[src/rtl/x_mux_8_arb_pkg.sv]
// Shared types and sizes for the eight-source mux arbiter.
// No logic; no latency; no backpressure.
// Imported by the round-robin picker and the arbiter top.
package x_mux_8_arb_pkg;

    localparam int NUM_SRC = 8;
    localparam int IDX_W   = 3;

    typedef enum logic [1:0] {
        IDLE  = 2'd0,
        GRANT = 2'd1,
        GAP   = 2'd2
    } state_t;

endpackage

[src/rtl/x_mux_8_arb_pick.sv]
// Round-robin picker: first requester strictly after last_ptr, wrapping modulo 8.
// Latency: combinational.
// Backpressure: none; any=0 when no source requests.
module x_rr_pick_8
    import x_mux_8_arb_pkg::*;
(
    input  logic [NUM_SRC-1:0] req,
    input  logic [IDX_W-1:0]   last_ptr,
    output logic [IDX_W-1:0]   winner,
    output logic               any
);

    logic [IDX_W-1:0] cand;

    // Walk from farthest to nearest so the nearest requester is written last.
    // k = NUM_SRC wraps back to last_ptr itself, which has the lowest priority.
    always_comb begin
        winner = '0;
        any    = 1'b0;
        cand   = '0;
        for (int k = NUM_SRC; k >= 1; k--) begin
            cand = last_ptr + IDX_W'(k);
            if (req[cand]) begin
                winner = cand;
                any    = 1'b1;
            end
        end
    end

endmodule

[src/rtl/x_mux_8_arb.sv]
// Round-robin arbiter for one 8:1 mux; optional hold timeout via X_MUX_8_ARB_TIMEOUT_EN.
// Latency: grant/idx/valid appear one cycle after the FSM enters GRANT; all outputs registered.
// Backpressure: owner keeps the mux until i_done, request drop or timeout; then one GAP cycle.
module x_mux_8_arb
    import x_mux_8_arb_pkg::*;
#(
    parameter int HOLD_MAX = 15
) (
    input  logic i_clk,
    input  logic i_rst,
    input  logic i_req_a,
    input  logic i_req_b,
    input  logic i_req_c,
    input  logic i_req_d,
    input  logic i_req_e,
    input  logic i_req_f,
    input  logic i_req_g,
    input  logic i_req_h,
    input  logic i_done,
    output logic o_gnt_a,
    output logic o_gnt_b,
    output logic o_gnt_c,
    output logic o_gnt_d,
    output logic o_gnt_e,
    output logic o_gnt_f,
    output logic o_gnt_g,
    output logic o_gnt_h,
    output logic o_idx_2,
    output logic o_idx_1,
    output logic o_idx_0,
    output logic o_valid
);

    if (HOLD_MAX < 1) begin : g_hold_range
        $error("HOLD_MAX must be at least 1");
    end

    logic [NUM_SRC-1:0] req_vec;
    state_t             state_q, state_d;
    logic [IDX_W-1:0]   owner_q, last_ptr_q, pick_idx, idx_q;
    logic               pick_any, rel, timeout;
    logic [NUM_SRC-1:0] gnt_d, gnt_q;
    logic               valid_d, valid_q;

    assign req_vec = {i_req_h, i_req_g, i_req_f, i_req_e,
                      i_req_d, i_req_c, i_req_b, i_req_a};

    x_rr_pick_8 u_pick (
        .req      (req_vec),
        .last_ptr (last_ptr_q),
        .winner   (pick_idx),
        .any      (pick_any)
    );

`ifdef X_MUX_8_ARB_TIMEOUT_EN
    localparam int HOLD_W = $clog2(HOLD_MAX + 1);
    logic [HOLD_W-1:0] hold_q;

    // Cleared while idle so every GRANT tenure starts counting from zero.
    always_ff @(posedge i_clk) begin
        if (i_rst)
            hold_q <= '0;
        else if (state_q == IDLE)
            hold_q <= '0;
        else if (state_q == GRANT)
            hold_q <= hold_q + HOLD_W'(1);
    end

    assign timeout = (hold_q == HOLD_W'(HOLD_MAX - 1));
`else
    assign timeout = 1'b0;
`endif

    assign rel = i_done | ~req_vec[owner_q] | timeout;

    always_ff @(posedge i_clk) begin
        if (i_rst) begin
            state_q    <= IDLE;
            owner_q    <= '0;
            last_ptr_q <= IDX_W'(NUM_SRC - 1);
        end else begin
            state_q <= state_d;
            if (state_q == IDLE && pick_any)
                owner_q <= pick_idx;
            if (state_q == GRANT && rel)
                last_ptr_q <= owner_q;
        end
    end

    always_comb begin
        state_d = state_q;
        case (state_q)
            IDLE:    if (pick_any) state_d = GRANT;
            GRANT:   if (rel)      state_d = GAP;
            GAP:     state_d = IDLE;
            default: state_d = IDLE;
        endcase
    end

    always_comb begin
        gnt_d   = '0;
        valid_d = (state_q == GRANT);
        if (state_q == GRANT)
            gnt_d[owner_q] = 1'b1;
    end

    // idx follows the owner register, so it holds through GAP and IDLE.
    always_ff @(posedge i_clk) begin
        if (i_rst) begin
            gnt_q   <= '0;
            idx_q   <= '0;
            valid_q <= 1'b0;
        end else begin
            gnt_q   <= gnt_d;
            idx_q   <= owner_q;
            valid_q <= valid_d;
        end
    end

    assign {o_gnt_h, o_gnt_g, o_gnt_f, o_gnt_e,
            o_gnt_d, o_gnt_c, o_gnt_b, o_gnt_a} = gnt_q;
    assign {o_idx_2, o_idx_1, o_idx_0}         = idx_q;
    assign o_valid                             = valid_q;

endmodule

[config.mk]
export PLATFORM = sky130hd
export DESIGN_NAME = x_mux_8_arb
export DESIGN_NICKNAME = d
export VERILOG_FILES = /design/src/rtl/x_mux_8_arb_pkg.sv /design/src/rtl/x_mux_8_arb_pick.sv /design/src/rtl/x_mux_8_arb.sv
export SDC_FILE = /design/constraint.sdc
export NUM_CORES = 1
export LEC_CHECK = 0
export ABC_AREA = 1
export CORE_MARGIN = 1.5
export CORE_UTILIZATION = 36
export CTS_CLUSTER_DIAMETER = 120
export DETAILED_ROUTE_END_ITERATION = 12
export DONT_BUFFER_PORTS = 1
export PLACE_DENSITY = 0.59
export SETUP_SLACK_MARGIN = 0.5
export SYNTH_ARGS = -nofsm -noshare
export SYNTH_HDL_FRONTEND = slang
export SYNTH_HIERARCHICAL = 1
export SYNTH_SLANG_ARGS = --single-unit
export TNS_END_PERCENT = 5
[constraint.sdc]
create_clock -name i_clk -period 2.65 [get_ports i_clk]
set_clock_uncertainty 0.1 [all_clocks]
set_input_delay 0.53 -clock i_clk [delete_from_list [all_inputs] [get_ports i_clk]]
set_output_delay 0.53 -clock i_clk [all_outputs]
set_load 0.01 [all_outputs]
==> metrics.cfg <==
[power]
ir_drop_v=0.000519
p_switching_mw=1.25
leakagePower_nw=0.788
seq_power_share=0.205
internal_power_mw=1.13
power_frac_comb=0.715
netSwitchingFraction=0.525
p_clk_frac=0.080
power_density_mw_per_mm2=1490
p_total_mw=2.37

[clocking]
hold_buffers=0
clkTransAtPathRegs_ns=0.07
cts_buffers=3
cts_buffer_depth=2
htreeDepth=1
clk_latency_ns=0.25
cts_tree=yes
cts-root-buf=clkbuf_8
clock-sinks=20

[sta]
finalHoldViolCount=0
totalNegativeSetupSlack_ns=0
worst_pin_slew_ns=0.524
min_period_ns=2.04
finalSetupViolCount=0
whs_ns=0.241
timing.final.max_slew_violations=0
fin_crit_sh=0.771
setup_slack_ns=0.607
rsz0062_at_grt=yes
max_freq_ghz=0.490
slew_headroom=0.650

[worst_setup_path]
cp_top_family=simple AND/OR/NAND/NOR gates
cp_slowest_cell=dfxtp_4
cp-start-kind=flop
worstPathMaxFanout=11
critPathMaxStageDelay_ns=0.37
end_kind=flop
rr_worst_depth=12
crit_type=reg -> reg
reg2reg_slack_ns=0.61
path_cells=buf_6 > ha_4 > xnor2_4 > inv_1 > nand3_2 > nand2_2 > nor3_1 > nand4_1 > nand2_2 > nor2_1 > o22ai_1 > inv_1
arrival_ns=2.09
worst-path-buf-inv=3
required_ns=2.70
cp.depth=12

[hold_path]
min_delay_path_depth=1
min_path_type=in -> reg

[place]
port_buffers=0
place_congestion=0.908
place_hpwl_mm=2.68
dpl_cell_area_mm2=0.00143
place_ws_ns=0.234

[synth]
syn_area_per_cell_um2=6.60
ys_top_cells_by_area=dfxtp_1 28%, nand2_1 19%, nand3_1 11%
synth_area_mm2=0.00141
syn_nets=226
ys_seq_area_frac=0.285
synth_cell_type_count=31
synthesis.instances=213
synth_top_area_cell=dfxtp_1
synth-seq-cells=20
ys_warn_count=6
synth_top_area_frac=0.285

[detailed_routing]
drt_iter0_drc=75
routed-via-count=1379
routed_via_density=5.20
detail-route-antenna-nets=0
routedWlPerCell_um=13.3
drc=0
drtPass1Iterations=4
drt_wl_total_mm=3.53

[global_routing]
grt_max_degree=12
grt_pass1_vias=1301
grt_use_total=0.177
grt_first_pass_wirelength_mm=5.98
antenna_found_initial=0
grt_overflow=0

[floorplan]
io_pins=23
fp.dieW_um=65.5
rows=22
core_mm2=0.00372
start_util=0.378
dieArea_mm2=0.00429
die_height_um=65.5

[run]
maxCapViolCount=0

[finish]
finalNetCount=232
area_growth_pct=13.4
fin_area_mm2=0.00159
n_antenna_cell=0
drive_gt1_frac=0.226

[outcome]
outcome=finished clean

## layer usage
metal / track usage / share of wire / up-vias
met5: 0 / 0 / -
met3: 0.0428 / 0.083 / 0
met1: 0.270 / 0.48 / 636
li1: - / - / 700
met2: 0.264 / 0.44 / 43
met4: 0.00781 / 0 / 0
## registers in the layout, summed over array words and instances (netlist names)
signal,count
gnt_q,8
last_ptr_q,3
idx_q,3
owner_q,3
state_q,2
o_valid,1
## cells by family after synthesis
group | share of synthesized area
adders and majority gates | 0.0178
buffers and inverters | 0.108
xor gates and xnor gates | 0.0419
DFF | 0.285
and+or+nand+nor | 0.481
AOI/OAI and AO/OA | 0.0668
## area by class of cell
| class | count | area [µm²] |
|---|---|---|
| timing repair buffer | 6 | 48.8 |
| fill | 390 | 2120 |
| sequential | 20 | 405 |
| tap | 48 | 60.1 |
| clock buffer | 3 | 41.3 |
| inverter | 24 | 108 |
| multi-input combinational | 164 | 930 |
## worst register-to-register path: cells and delay by family, from the launching register on
kind,cells,cell delay (ns)
flip-flops,1,0.37
AO/OA/AOI/OAI,1,0.13
adder cells (fa/ha/maj),1,0.18
buffers and inverters,3,0.31
XOR/XNOR,1,0.17
AND/OR/NAND/NOR,6,0.69
## Yosys cell counts
cell type	instances
nor2_1	8
inv_1	20
a21boi_1	1
nor3_1	6
buf_6	3
xor2_1	1
buf_2	1
nand2_1	71
xnor2_2	1
nand3_1	30
buf_4	1
nor2_2	1
nor4_1	4
nand4_1	3
o21ai_0	1
o21ai_1	1
xnor2_1	2
o22ai_1	3
inv_8	2
inv_2	2
or2_2	3
nand2_4	2
dfxtp_1	20
nand3_2	7
xor2_2	1
a31oi_1	1
nand2_2	6
a21oi_1	7
o21bai_1	1
ha_1	2
a21oi_2	1
## stage by stage
step,cells,util
final,265,0.429
after global routing,265,0.429
after CTS,264,0.412
after detailed placement,258,0.386
after global placement,258,0.386
after floorplan,213,-
## what timing repair did
item	4_1_cts	5_1_grt
setup buffers	3	1
gates resized for setup	9	11
endpoints found under the setup margin	4	4
endpoints found under the hold margin	0	0
pin swaps	3	5
## power by group through the flow
| stage | clock (mW) | combinational [mW] | sequential, mW |
|---|---|---|---|
| 2_1_floorplan | 0 | 1.30 | 0.419 |
| 3_3_place_gp | 0 | 1.50 | 0.485 |
| 3_5_place_dp | 0 | 1.47 | 0.482 |
| 4_1_cts | 0.194 | 1.57 | 0.478 |
| 5_1_grt | 0.214 | 1.91 | 0.497 |
| 6_report | 0.191 | 1.69 | 0.485 |
## final timing paths
| check | start | end |
|---|---|---|
| max reg2reg | last_ptr_q[0] | owner_q[1] |
| min | i_rst | idx_q[2] |
| min reg2reg | owner_q[2] | last_ptr_q[2] |
| max | last_ptr_q[0] | owner_q[1] |
## placed cells by master, fill, tap and decap left out, drive strengths merged, types with 2 or more instances in the layout
cell type  synthesis  routed
nand2             79      79
xnor2              3       3
buf                5       6
dfxtp             20      20
or2                3       3
nand4              3       3
o22ai              3       3
nor2               9       9
inv               24      24
nand3             37      37
ha                 2       2
a21oi              8       8
xor2               2       2
o21ai              2       2
nor4               4       4
nor3               6       6
clkbuf             0       3
Power figures use the tool's default switching activity.
